## config.mk

```make
export PLATFORM = sky130hd
export DESIGN_NAME = fpu_addsub_param
export DESIGN_NICKNAME = d
export VERILOG_FILES = /design/src/rtl/fpu_pkg.sv /design/src/rtl/fpu_align_shift.sv /design/src/rtl/fpu_addsub_param.sv
export SDC_FILE = /design/constraint.sdc
export NUM_CORES = 1
export LEC_CHECK = 0
export ABC_CLOCK_PERIOD_IN_PS = 5300
export BUFFER_PORTS_ARGS = -buffer_cell sky130_fd_sc_hd__buf_2
export CELL_PAD_IN_SITES_DETAIL_PLACEMENT = 0
export CELL_PAD_IN_SITES_GLOBAL_PLACEMENT = 2
export CORE_MARGIN = 1.5
export CORE_UTILIZATION = 25
export CTS_CLUSTER_SIZE = 14
export DETAILED_ROUTE_END_ITERATION = 16
export PLACE_DENSITY = 0.61
export SYNTH_ARGS = -nofsm -noshare
export SYNTH_HDL_FRONTEND = slang
export SYNTH_SLANG_ARGS = --single-unit
```

## constraint.sdc

```tcl
create_clock -name clock_100Khz -period 5.3 [get_ports clock_100Khz]
set_input_delay 0.53 -clock clock_100Khz [delete_from_list [all_inputs] [get_ports clock_100Khz]]
set_output_delay 0.53 -clock clock_100Khz [all_outputs]
set_load 0.02 [all_outputs]
```

## src/rtl/fpu_pkg.sv

```systemverilog
// Shared types for the parametrised floating-point add/subtract unit.
package fpu_pkg;

  typedef enum logic [1:0] {
    OVERFLOW  = 2'd0,
    UNDERFLOW = 2'd1,
    EXACT     = 2'd2,
    INEXACT   = 2'd3
  } status_t;

  typedef enum logic [2:0] {
    IDLE,
    ALIGN,
    OPERATE,
    NORMALIZE,
    ROUND,
    DONE
  } state_t;

endpackage

```

## src/rtl/fpu_align_shift.sv

```systemverilog
// Combinational right shifter; every bit shifted out is ORed into bit 0 (sticky).
module fpu_align_shift #(
  parameter int WIDTH = 25,
  parameter int SH_W  = 10
) (
  input  logic [WIDTH-1:0] data_i,
  input  logic [SH_W-1:0]  shamt_i,
  output logic [WIDTH-1:0] data_o
);

  logic [31:0]      shamt_ext;
  logic [WIDTH-1:0] lost_mask;

  assign shamt_ext = 32'(shamt_i);

  always_comb begin
    lost_mask = '0;
    data_o    = '0;
    if (shamt_ext >= 32'(WIDTH - 1)) begin
      // Nothing but the sticky bit survives a shift this far.
      data_o = {{(WIDTH-1){1'b0}}, |data_i};
    end else begin
      lost_mask = ~({WIDTH{1'b1}} << shamt_i);
      data_o    = data_i >> shamt_i;
      data_o[0] = data_o[0] | (|(data_i & lost_mask));
    end
  end

endmodule

```

## src/rtl/fpu_addsub_param.sv

```systemverilog
// Multi-cycle floating-point add/subtract with GRS alignment and round-to-nearest-even.
// state     | meaning
// IDLE      | ready for operands; larger magnitude is latched as A
// ALIGN     | B shifted right by the exponent difference, sticky collected
// OPERATE   | mantissa add/subtract; exact zero skips to DONE
// NORMALIZE | one left shift per cycle until the hidden bit is set
// ROUND     | nearest-even rounding, overflow detection, result packing
// DONE      | result held until out_ready
module fpu_addsub_param
  import fpu_pkg::*;
#(
  parameter  int EXP_W = 10,
  parameter  int MAN_W = 21,
  localparam int W     = 1 + EXP_W + MAN_W
) (
  input  logic         clock_100Khz,
  input  logic         reset,
  input  logic         in_valid,
  output logic         in_ready,
  input  logic         op_sub,
  input  logic [W-1:0] Op_A_in,
  input  logic [W-1:0] Op_B_in,
  output logic         out_valid,
  input  logic         out_ready,
  output logic [W-1:0] data_out,
  output status_t      status_out
);

  localparam int                M          = MAN_W + 4;
  localparam int                NCNT_W     = $clog2(M + 1);
  localparam logic [EXP_W:0]    EXP_MAX    = {1'b0, {EXP_W{1'b1}}};
  localparam logic [EXP_W:0]    EXP_ONE    = (EXP_W+1)'(1);
  localparam logic [NCNT_W-1:0] NSHIFT_MAX = NCNT_W'(MAN_W + 3);

  state_t             state_q, state_d;
  logic               sign_a_q, sign_a_d, sign_b_q, sign_b_d;
  logic [EXP_W:0]     exp_a_q, exp_a_d;
  logic [EXP_W-1:0]   exp_b_q, exp_b_d;
  logic [M-1:0]       man_a_q, man_a_d, man_b_q, man_b_d;
  logic [NCNT_W-1:0]  nshift_q, nshift_d;
  logic [W-1:0]       data_q, data_d;
  status_t            status_q, status_d;

  logic               sgn_b_eff, swap, inc, inexact;
  logic [EXP_W-1:0]   exp_diff;
  logic [M-1:0]       man_b_shifted;
  logic [M:0]         sum;
  logic [MAN_W+1:0]   rounded;
  logic [EXP_W:0]     exp_rnd;
  logic [MAN_W-1:0]   frac_rnd;

  // Zero exponent means zero: the stored fraction is discarded.
  function automatic logic [M-1:0] unpack_man(input logic [W-2:0] mag);
    return (|mag[W-2:MAN_W]) ? {1'b1, mag[MAN_W-1:0], 3'b000} : '0;
  endfunction

  assign exp_diff = exp_a_q[EXP_W-1:0] - exp_b_q;

  fpu_align_shift #(.WIDTH(M), .SH_W(EXP_W)) u_align (
    .data_i  (man_b_q),
    .shamt_i (exp_diff),
    .data_o  (man_b_shifted)
  );

  always_comb begin
    state_d   = state_q;
    sign_a_d  = sign_a_q;
    sign_b_d  = sign_b_q;
    exp_a_d   = exp_a_q;
    exp_b_d   = exp_b_q;
    man_a_d   = man_a_q;
    man_b_d   = man_b_q;
    nshift_d  = nshift_q;
    data_d    = data_q;
    status_d  = status_q;
    sgn_b_eff = Op_B_in[W-1] ^ op_sub;
    swap      = Op_B_in[W-2:0] > Op_A_in[W-2:0];
    sum       = '0;
    inc       = 1'b0;
    inexact   = 1'b0;
    rounded   = '0;
    exp_rnd   = '0;
    frac_rnd  = '0;
    case (state_q)
      IDLE: begin
        if (in_valid) begin
          if (swap) begin
            sign_a_d = sgn_b_eff;
            sign_b_d = Op_A_in[W-1];
            exp_a_d  = {1'b0, Op_B_in[W-2:MAN_W]};
            exp_b_d  = Op_A_in[W-2:MAN_W];
            man_a_d  = unpack_man(Op_B_in[W-2:0]);
            man_b_d  = unpack_man(Op_A_in[W-2:0]);
          end else begin
            sign_a_d = Op_A_in[W-1];
            sign_b_d = sgn_b_eff;
            exp_a_d  = {1'b0, Op_A_in[W-2:MAN_W]};
            exp_b_d  = Op_B_in[W-2:MAN_W];
            man_a_d  = unpack_man(Op_A_in[W-2:0]);
            man_b_d  = unpack_man(Op_B_in[W-2:0]);
          end
          state_d = ALIGN;
        end
      end
      ALIGN: begin
        man_b_d = man_b_shifted;
        state_d = OPERATE;
      end
      OPERATE: begin
        if (sign_a_q == sign_b_q) begin
          sum = {1'b0, man_a_q} + {1'b0, man_b_q};
          if (sum[M]) begin
            man_a_d = {sum[M:2], sum[1] | sum[0]};
            exp_a_d = exp_a_q + EXP_ONE;
          end else begin
            man_a_d = sum[M-1:0];
          end
        end else begin
          // A is the larger magnitude, so this never borrows.
          sum     = {1'b0, man_a_q} - {1'b0, man_b_q};
          man_a_d = sum[M-1:0];
        end
        if (sum == '0) begin
          data_d   = '0;
          status_d = EXACT;
          state_d  = DONE;
        end else begin
          nshift_d = '0;
          state_d  = NORMALIZE;
        end
      end
      NORMALIZE: begin
        if (man_a_q[M-1]) begin
          state_d = ROUND;
        end else if (exp_a_q > EXP_ONE && nshift_q < NSHIFT_MAX) begin
          man_a_d  = man_a_q << 1;
          exp_a_d  = exp_a_q - EXP_ONE;
          nshift_d = nshift_q + NCNT_W'(1);
        end else begin
          data_d   = {sign_a_q, {(W-1){1'b0}}};
          status_d = UNDERFLOW;
          state_d  = DONE;
        end
      end
      ROUND: begin
        inc     = man_a_q[2] & (man_a_q[1] | man_a_q[0] | man_a_q[3]);
        inexact = |man_a_q[2:0];
        rounded = {1'b0, man_a_q[M-1:3]} + (MAN_W+2)'(inc);
        if (rounded[MAN_W+1]) begin
          exp_rnd  = exp_a_q + EXP_ONE;
          frac_rnd = rounded[MAN_W:1];
        end else begin
          exp_rnd  = exp_a_q;
          frac_rnd = rounded[MAN_W-1:0];
        end
        if (exp_rnd >= EXP_MAX) begin
          data_d   = {sign_a_q, {EXP_W{1'b1}}, {MAN_W{1'b0}}};
          status_d = OVERFLOW;
        end else begin
          data_d   = {sign_a_q, exp_rnd[EXP_W-1:0], frac_rnd};
          status_d = inexact ? INEXACT : EXACT;
        end
        state_d = DONE;
      end
      DONE: begin
        if (out_ready) state_d = IDLE;
      end
      default: state_d = IDLE;
    endcase
  end

  always_ff @(posedge clock_100Khz or negedge reset) begin
    if (!reset) begin
      state_q  <= IDLE;
      sign_a_q <= 1'b0;
      sign_b_q <= 1'b0;
      exp_a_q  <= '0;
      exp_b_q  <= '0;
      man_a_q  <= '0;
      man_b_q  <= '0;
      nshift_q <= '0;
      data_q   <= '0;
      status_q <= EXACT;
    end else begin
      state_q  <= state_d;
      sign_a_q <= sign_a_d;
      sign_b_q <= sign_b_d;
      exp_a_q  <= exp_a_d;
      exp_b_q  <= exp_b_d;
      man_a_q  <= man_a_d;
      man_b_q  <= man_b_d;
      nshift_q <= nshift_d;
      data_q   <= data_d;
      status_q <= status_d;
    end
  end

  assign in_ready   = (state_q == IDLE);
  assign out_valid  = (state_q == DONE);
  assign data_out   = data_q;
  assign status_out = status_q;

endmodule

```

==> results.ini, run 1 <==
[status]
outcome = finished, final reports clean

[synth]
synth-seq-area-share_pct = 21.9
synth_edf_count = 0
ys_ff_latch = 115
synth_cells = 1756
yosys_warnings = 0
syn_area_um2 = 13100
postSynth.asyncResetShare_pct = 100
synth_area_leaders = dfrtp_1 (22%), ha_1 (9.0%), o21ai_0 (6.3%)
syn_avg_cell_area_um2 = 7.48
yosysTopAreaCellShare_pct = 21.7
yosys.area.top_type = dfrtp_1
ys.flop_type = dfrtp_1
synth_fp_nets = 1923
synth_cell_types = 88

[cells_and_area]
diodes = 0
finalNetCount = 2001
synthToLayoutAreaGrowth_pct = 16.0
fin_util_pct = 29.5
fin_area_um2 = 15200
drive_gt1_share_pct = 14.2

[floorplan]
core_um2 = 51600
pin_count = 105
die_y_um = 232
row_count = 83
die_area_um2 = 53900
die_w_um = 232
start_util_pct = 25.5

[worst_setup_path]
cp_top_family = simple AND/OR/NAND/NOR gates
critical_path_peak_fanout = 7
crit_chain = inv_1 > fa_1 > a211oi_2 > o21ai_1 > o31ai_1 > xnor2_1 > o221a_2 > nor4_1 > nand4_1 > or4_4 > or4b_1 > a211o_1
r2r_start = man_b_q[1]
cp_slowest_cell = dfrtp_1
start_kind = register
worst_ep_required_time_ns = 5.67
crit_arrival_ns = 5.12
critical-path-max-stage-delay_ns = 0.54
path_class = reg2reg
worst-path-buf-inv = 1
end_kind = register
cp-startpoint = man_b_q[1]

[grt]
grt_first_pass_wirelength_um = 93900
grt_pass1_vias = 13800
use_met1_pct = 33.4
use_met2_pct = 35.6
gr-usage-met3_pct = 4.29
grt_max_degree = 62
top_usage_layer = met2
overflow = 0
grt_usage_pct = 23.6
antenna_found_initial = 2

[cts]
root_buffer = clkbuf_16
cts_setup_buffers = 0
clk-insertion-delay-late_ns = 0.48
cts_buffers = 17
cts_buffer_depth = 2
hold_buffers = 1
ctsResizeCount = 0
cts_tree = built
htreeDepth = 4
cts.clk_slew.worst_paths_ns = 0.06
clock_sinks = 115

[place]
place_hpwl_um = 50600
dpl_cell_area_um2 = 14700
preCtsSetupSlack_ns = 0.571
portBuffers = 104
gp_congestion = 0.956

[timing]
skew_ns = 0.0197
rsz0062_at_grt = no
setup_slack_ns = 0.544
setup_tns_ns = 0
maxSlewViolCount = 0
clock.fmax_mhz = 210
slew_headroom_pct = 28.2
setup_viol = 0
worst_slew_pin_slew_ns = 1.07
hold_violations = 0
period_minus_slack_ns = 4.76
period_share_pct = 89.7

[route]
wirelength_um = 63300
first_pass_iters = 6
drc = 0
ant_nets = 0
wl_per_cell_um = 25.0
vias = 14400
drt_iter0_markers = 1233
via_per_inst = 5.69

[worst_hold_path]
hp-class = in2reg
worstHoldStart = Op_A_in[31]

[job]
max-cap-violations = 0

## per-stage QoR
step	hold WS (ns)	cells
after global routing	0.410	2527
after CTS	0.364	2527
after floorplan	0.234	1756
after detailed placement	0.430	2494
final	0.385	2527
after global placement	0.426	2494
## logic make-up after synthesis
group / count (synthesis) / share of synthesized area [%]
and+or+nand+nor: 564 / 20.5
muxes: 44 / 3.93
adders and majority gates: 98 / 9.51
AOI/OAI and AO/OA: 637 / 32.1
buffers and inverters: 216 / 6.50
xor gates and xnor gates: 82 / 5.47
DFF: 115 / 21.9
## synthesized netlist by cell type (8+ instances only)
cell and number:
o21a_1 15, a31oi_1 11, a22o_1 17, a21o_1 16, o22ai_1 38, a221oi_1 26
or2_2 11, inv_1 90, o2111ai_1 8, ha_1 95, nand2b_1 13, nor4_1 18
and2_1 12, o221ai_1 8, nor2_1 137, a221o_1 11, buf_1 9, mux2i_1 37
nand3_1 35, dfrtp_1 114, or3_1 12, xnor2_1 57, and3_1 19, nand2_1 185
nand4_1 31, o211ai_1 22, a222oi_1 14, nor3_1 43, a22oi_1 14, nor2b_1 24
o21ai_0 166, clkbuf_1 95, a211oi_1 21, a21oi_1 142, o31a_1 8, xor2_1 25
buf_2 10, o31ai_1 20, o21bai_1 9
## flip-flops by register name (all words and copies together), names as in the netlist, 2 cells and up
register / cells
state_q: 3
exp_b_q: 10
status_out: 2
man_a_q: 25
man_b_q: 25
exp_a_q: 11
data_out: 32
nshift_q: 5
## routing by layer
| layer | share of wire [%] | routed length (um) |
|---|---|---|
| met1 | 47 | 29700 |
| met2 | 44 | 27700 |
| met3 | 6.0 | 3810 |
| met4 | 3.2 | 2010 |
| met5 | 0.043 | 27 |
## final cells by class
class | count | area, um2
Clock buffer | 20 | 457
Clock inverter | 12 | 108
Fill cell | 5637 | 36400
Inverter | 96 | 360
Multi-Input combinational cell | 1425 | 9470
Sequential cell | 115 | 2880
Tap cell | 680 | 851
Timing Repair Buffer | 179 | 1110
## placed cells by master, fill, tap and decap left out, types with 38 or more instances in the layout
master   Yosys  final
inv_1       90     90
o21ai_0    166    166
dfrtp_1    114    114
nand2_1    185    185
nor3_1      43     41
o22ai_1     38     38
buf_2       10    103
ha_1        95     95
buf_4        4     73
nor2_1     137    136
a21oi_1    142    142
xnor2_1     57     55
## tightest hold or removal path, cell delays in order
cell and delay (ns):
buf_2 0.08, mux2i_1 0.07, o21ai_0 0.14
## path summary, 6_finish.rpt
path | endpoint | slack [ns] | cells past startpoint
max | state_q[1] | 0.54 | 12
min | sign_b_q | 0.39 | 3
max reg2reg | state_q[1] | 0.54 | 12
min reg2reg | exp_b_q[0] | 0.48 | 2
max in group asynchronous | man_a_q[4] | 3.62 | 3
min in group asynchronous | data_out[20] | 0.47 | 2
Power of run 1 is left out: the tool's default activity adds up to more than one toggle a clock period on the data nets, which glitch-free logic cannot reach.
==> run 2, diff against run 1 <==
--- a/config.mk
+++ b/config.mk
@@ -13,7 +13,7 @@
 export CORE_UTILIZATION = 25
 export CTS_CLUSTER_SIZE = 14
 export DETAILED_ROUTE_END_ITERATION = 16
-export PLACE_DENSITY = 0.61
+export PLACE_DENSITY = 0.64
 export SYNTH_ARGS = -nofsm -noshare
 export SYNTH_HDL_FRONTEND = slang
 export SYNTH_SLANG_ARGS = --single-unit
==> run 2 against run 1 <==
  * Routed wire length down 1.3%
  * Critical path depth is 4 higher
  * Cell count rose by 0.36%
  * Utilization grew 0.16 points
  * Global-route usage shrank 0.45 points
  * Clock skew fell by 0.00067 ns
  * Sequential share of layout area down 0.10 points
  * First-iteration DRC count up 13%
  * Die area unchanged
==> results.ini, run 2 (synthesis gave the netlist of run 1 again) <==
[status]
outcome = finished, final reports clean

[worst_setup_path]
start_kind = register
end_kind = register
path_class = reg2reg
critical_path_peak_fanout = 12  ; +5
crit_arrival_ns = 5.54  ; +0.42 ns
worst_ep_required_time_ns = 5.65  ; -0.02 ns

[floorplan]
pin_count = 105  ; unchanged
start_util_pct = 25.5  ; unchanged
die_y_um = 232  ; unchanged
row_count = 83  ; unchanged
core_um2 = 51600  ; unchanged
die_area_um2 = 53900  ; unchanged
die_w_um = 232  ; unchanged

[timing]
setup_tns_ns = 0  ; unchanged
clock.fmax_mhz = 192  ; -8.5%
worst_slew_pin_slew_ns = 1.33  ; +0.257 ns
setup_viol = 0  ; unchanged
setup_slack_ns = 0.104  ; -0.439 ns
slew_headroom_pct = 11.4  ; -17 points
period_minus_slack_ns = 5.20  ; +0.439 ns
rsz0062_at_grt = no
maxSlewViolCount = 0  ; unchanged
skew_ns = 0.0190  ; -0.000668 ns
period_share_pct = 98.0  ; +8.3 points
hold_violations = 0  ; unchanged

[cts]
hold_buffers = 0  ; -1
cts.clk_slew.worst_paths_ns = 0.06  ; about the same
clk-insertion-delay-late_ns = 0.46  ; -0.02 ns
cts_buffer_depth = 2  ; unchanged
cts_buffers = 17  ; unchanged
cts_tree = built
htreeDepth = 4  ; unchanged
clock_sinks = 115  ; unchanged
ctsResizeCount = 0  ; unchanged
root_buffer = clkbuf_16
cts_setup_buffers = 0  ; unchanged

[worst_hold_path]
hp-class = in2async

[cells_and_area]
final_common_cell = nand2_1
synthToLayoutAreaGrowth_pct = 16.6
diodes = 0  ; unchanged
finalNetCount = 2010  ; +0.45%
final_cell_mix = nand2_1 (185), o21ai_0 (166), a21oi_1 (142), nor2_1 (137), dfrtp_1 (114)
drive_gt1_share_pct = 14.7  ; +0.47 points
largest_reg_flops = 32  ; unchanged
fin_area_um2 = 15300  ; +0.53%

[route]
via_per_inst = 5.70  ; +0.10%
vias = 14400  ; +0.46%
first_pass_iters = 8  ; +2
drt_iter0_markers = 1395  ; +13%
wirelength_um = 62400  ; -1.3%
wl_per_cell_um = 24.6  ; -1.7%
ant_nets = 0  ; unchanged
drc = 0  ; unchanged

[place]
place_hpwl_um = 49600  ; -1.9%
portBuffers = 104  ; unchanged
dpl_cell_area_um2 = 14700  ; +0.44%
gp_congestion = 0.962  ; +0.66%
preCtsSetupSlack_ns = 0.201  ; -0.370 ns

[job]
max-cap-violations = 0  ; unchanged

[grt]
grt_first_pass_wirelength_um = 92700  ; -1.2%
grt_max_degree = 69  ; +11%
grt_pass1_vias = 13900  ; +0.30%
grt_usage_pct = 23.1  ; -0.45 points
antenna_found_initial = 1  ; -1
overflow = 0  ; unchanged

## run 2: area by class of cell
cell class,count,area (um2)
clock buffer,18,439
sequential,115,2880
fill,5624,36300
tap,680,851
multi-input combinational,1425,9470
timing repair buffer,188,1170
clock inverter,14,153
inverter,96,360
## run 2: worst paths after layout
| kind | cells past startpoint | end | slack [ns] | start |
|---|---|---|---|---|
| max | 16 | man_a_q[3] | 0.10 | man_b_q[10] |
| min | 1 | data_out[10] | 0.23 | reset |
| max reg2reg | 16 | man_a_q[3] | 0.10 | man_b_q[10] |
| min reg2reg | 2 | exp_b_q[3] | 0.48 | exp_b_q[3] |
| max in group asynchronous | 2 | man_a_q[0] | 3.76 | reset |
| min in group clock_100Khz | 3 | sign_a_q | 0.39 | Op_A_in[31] |
## run 2: routing by layer
layer	wire length [um]	vias to the layer above	share of wire, %	track usage [%]
met1	28300	7112	45	32.0
met5	0	-	0	0
met2	27500	542	44	35.5
li1	-	6701	-	-
met3	4380	93	7.0	4.41
met4	2190	0	3.5	8.30
## run 2: through the flow
step	hold WS, ns	std cells	utilization, %
after floorplan	0.234	1756	-
after global placement	0.468	2503	28.5
after detailed placement	0.475	2504	28.5
after CTS	0.280	2536	29.7
after global routing	0.309	2536	29.7
final	0.233	2536	29.7
## run 2: worst max-delay path, cell delays in order, from the launching register on
cell and delay [ns]:
dfrtp_1 0.53, inv_1 0.14, ha_1 0.49, buf_4 0.26, nor2b_1 0.21, o21ai_1 0.09
a311oi_1 0.53, a2111oi_1 0.11, clkdlybuf4s18_2 0.30, buf_4 0.15, o31a_1 0.30, buf_4 0.22
nand2_1 0.54, o221ai_1 0.24, a221oi_1 0.72, a21oi_1 0.07, o21ai_0 0.19
Power of run 2 is left out for the same reason.
==> run 3, diff against run 2 <==
--- a/config.mk
+++ b/config.mk
@@ -5,15 +5,16 @@
 export SDC_FILE = /design/constraint.sdc
 export NUM_CORES = 1
 export LEC_CHECK = 0
-export ABC_CLOCK_PERIOD_IN_PS = 5300
+export ABC_CLOCK_PERIOD_IN_PS = 4200
 export BUFFER_PORTS_ARGS = -buffer_cell sky130_fd_sc_hd__buf_2
 export CELL_PAD_IN_SITES_DETAIL_PLACEMENT = 0
 export CELL_PAD_IN_SITES_GLOBAL_PLACEMENT = 2
 export CORE_MARGIN = 1.5
 export CORE_UTILIZATION = 25
+export CTS_CLUSTER_DIAMETER = 50
 export CTS_CLUSTER_SIZE = 14
 export DETAILED_ROUTE_END_ITERATION = 16
-export PLACE_DENSITY = 0.64
+export PLACE_DENSITY = 0.66
 export SYNTH_ARGS = -nofsm -noshare
 export SYNTH_HDL_FRONTEND = slang
 export SYNTH_SLANG_ARGS = --single-unit
==> constraint.sdc (replaced) <==
create_clock -name clock_100Khz -period 4.2 [get_ports clock_100Khz]
set_input_delay 0.42 -clock clock_100Khz [delete_from_list [all_inputs] [get_ports clock_100Khz]]
set_output_delay 0.42 -clock clock_100Khz [all_outputs]
set_load 0.02 [all_outputs]
==> run 3 against run 2 <==
  * Clock skew decreased by 0.0040 ns
  * Utilization grew 2.0 points
  * Routed wire length shrank 1.4%
  * Worst setup slack lost 0.079 ns
  * First-iteration DRC count up 4.7%
  * Flip-flop and latch count did not move
  * Register-to-register slack worse by 0.08 ns
  * Sequential share of layout area decreased by 1.2 points
  * Fmax rose by 24%
  * Die area unchanged
  * Largest cell class unchanged
==> results.ini, run 3 (synthesis gave the netlist of run 1 again) <==
[cells_and_area]
regArea_um2 = 2880  ; unchanged
synthToLayoutAreaGrowth_pct = 24.3
drive_gt1_share_pct = 20.9  ; +6.2 points
multi_input_area_um2 = 9650  ; +2.0%
finalNetCount = 2114  ; +5.2%
diodes = 0  ; unchanged
largest_reg_flops = 32  ; unchanged
nFillCells = 5575  ; -0.87%
final_cell_mix = nand2_1 (184), buf_4 (182), o21ai_0 (153), a21oi_1 (138), nor2_1 (136)
final_common_cell = nand2_1

[worst_setup_path]
crit_arrival_ns = 4.51  ; -1.03 ns
worst_ep_required_time_ns = 4.53  ; -1.12 ns
path_class = reg2reg
critical_path_peak_fanout = 4  ; -8
start_kind = register
end_kind = register
reg2reg_slack_ns = 0.03  ; -0.08 ns

[timing]
period_share_pct = 99.4  ; +1.4 points
slew_headroom_pct = 23.2  ; +12 points
hold_violations = 0  ; unchanged
setup_slack_ns = 0.0252  ; -0.0791 ns
skew_ns = 0.0150  ; -0.00402 ns
setup_viol = 0  ; unchanged
clock.fmax_mhz = 240  ; +24%
period_minus_slack_ns = 4.17  ; -1.02 ns
maxSlewViolCount = 0  ; unchanged
worst_slew_pin_slew_ns = 1.15  ; -0.179 ns
rsz0062_at_grt = yes

[cts]
hold_buffers = 0  ; unchanged
htreeDepth = 4  ; unchanged
cts_tree = built
cts.clk_slew.worst_paths_ns = 0.07  ; about the same
cts_buffer_depth = 2  ; unchanged
clock_sinks = 115  ; unchanged
clk-insertion-delay-late_ns = 0.45  ; about the same
root_buffer = clkbuf_16
cts_buffers = 17  ; unchanged

[worst_hold_path]
hp-class = in2async

[floorplan]
die_w_um = 232  ; unchanged
row_count = 83  ; unchanged
die_y_um = 232  ; unchanged
core_um2 = 51600  ; unchanged
die_area_um2 = 53900  ; unchanged
pin_count = 105  ; unchanged
start_util_pct = 25.5  ; unchanged

[route]
first_pass_iters = 8  ; unchanged
ant_nets = 0  ; unchanged
vias = 14900  ; +3.1%
drc = 0  ; unchanged
drt_iter0_markers = 1460  ; +4.7%
wirelength_um = 61500  ; -1.4%
via_per_inst = 5.64  ; -0.93%
wl_per_cell_um = 23.3  ; -5.3%

[status]
outcome = finished, final reports clean

[grt]
grt_max_degree = 66  ; -4.3%
grt_usage_pct = 22.7  ; -0.42 points
overflow = 0  ; unchanged
grt_pass1_vias = 14200  ; +2.4%
antenna_found_initial = 0  ; -1
grt_first_pass_wirelength_um = 91900  ; -0.97%

[place]
portBuffers = 104  ; unchanged
place_hpwl_um = 49700  ; +0.24%
gp_congestion = 1.01  ; +5.4%
preCtsSetupSlack_ns = -0.538  ; -0.738 ns

[job]
max-cap-violations = 0  ; unchanged

==> run 3: cell types whose count changed in the layout (fill, tap and decap cells not counted), moves of 4 or more <==
cell,previous run,this run
a21oi_1,142,138
o21ai_0,166,153
inv_6,4,0
ha_2,0,4
a21oi_2,2,6
o21ai_1,3,15
buf_4,83,182
ha_1,95,90
==> run 3: worst paths after layout <==
path | startpoint | to | cells after the start
setup / recovery | man_a_q[0] | state_q[1] | 14
min in group clock_100Khz | Op_B_in[27] | exp_b_q[6] | 3
setup reg to reg | man_a_q[0] | state_q[1] | 14
hold reg to reg | exp_b_q[2] | exp_b_q[2] | 2
hold / removal | reset | man_a_q[16] | 1
max in group asynchronous | reset | exp_b_q[5] | 2
==> run 3: repair_timing <==
item / CTS / global route
pin swaps: 1 / 14
buffers inserted: 0 / 1
setup endpoints to repair: 75 / 51
cloned: 0 / 0
gates resized for setup: 5 / 52
==> run 3: metrics by stage <==
stage | cell area, um2 | TNS, ns | util (%) | hold slack (ns) | instances
detailed placement | 15500 | -25.44 | 30.1 | 0.471 | 2607
global route | 16300 | -3.52 | 31.6 | 0.170 | 2640
global placement | 15500 | -27.96 | 30.1 | 0.465 | 2607
floorplan | 13100 | 0 | - | 0.124 | 1756
CTS | 16100 | 0 | 31.3 | 0.130 | 2639
finish | 16300 | 0 | 31.6 | 0.119 | 2640
==> run 3: layout make-up <==
class / count / share of cell area [%]
repair buffers: 292 / 12.2
flip-flops and latches: 115 / 17.6
multi-input cells: 1425 / 59.1
clock inverters: 11 / 0.636
clock buffers: 21 / 2.94
well taps: 680 / 5.21
inverters: 96 / 2.21
==> run 3: worst max-delay path, stage by stage, from the launching register on <==
cell      delay (ns)
dfrtp_1         0.40
inv_1           0.07
ha_2            0.18
inv_2           0.04
fa_2            0.36
a211oi_4        0.30
o21ai_4         0.11
o31ai_2         0.28
xnor2_1         0.12
o221a_2         0.29
nor4_2          0.27
nand4_1         0.23
or4_4           0.59
or4b_4          0.55
a211o_1         0.26
==> run 3: metal layers <==
| layer | vias up | wire, um | track usage, % |
|---|---|---|---|
| met5 | - | 0 | 0 |
| met4 | 0 | 1740 | 6.62 |
| met3 | 80 | 3870 | 2.55 |
| met2 | 580 | 26900 | 34.9 |
| met1 | 7321 | 29000 | 33.0 |
| li1 | 6920 | - | - |
Power of run 3 is left out for the same reason.
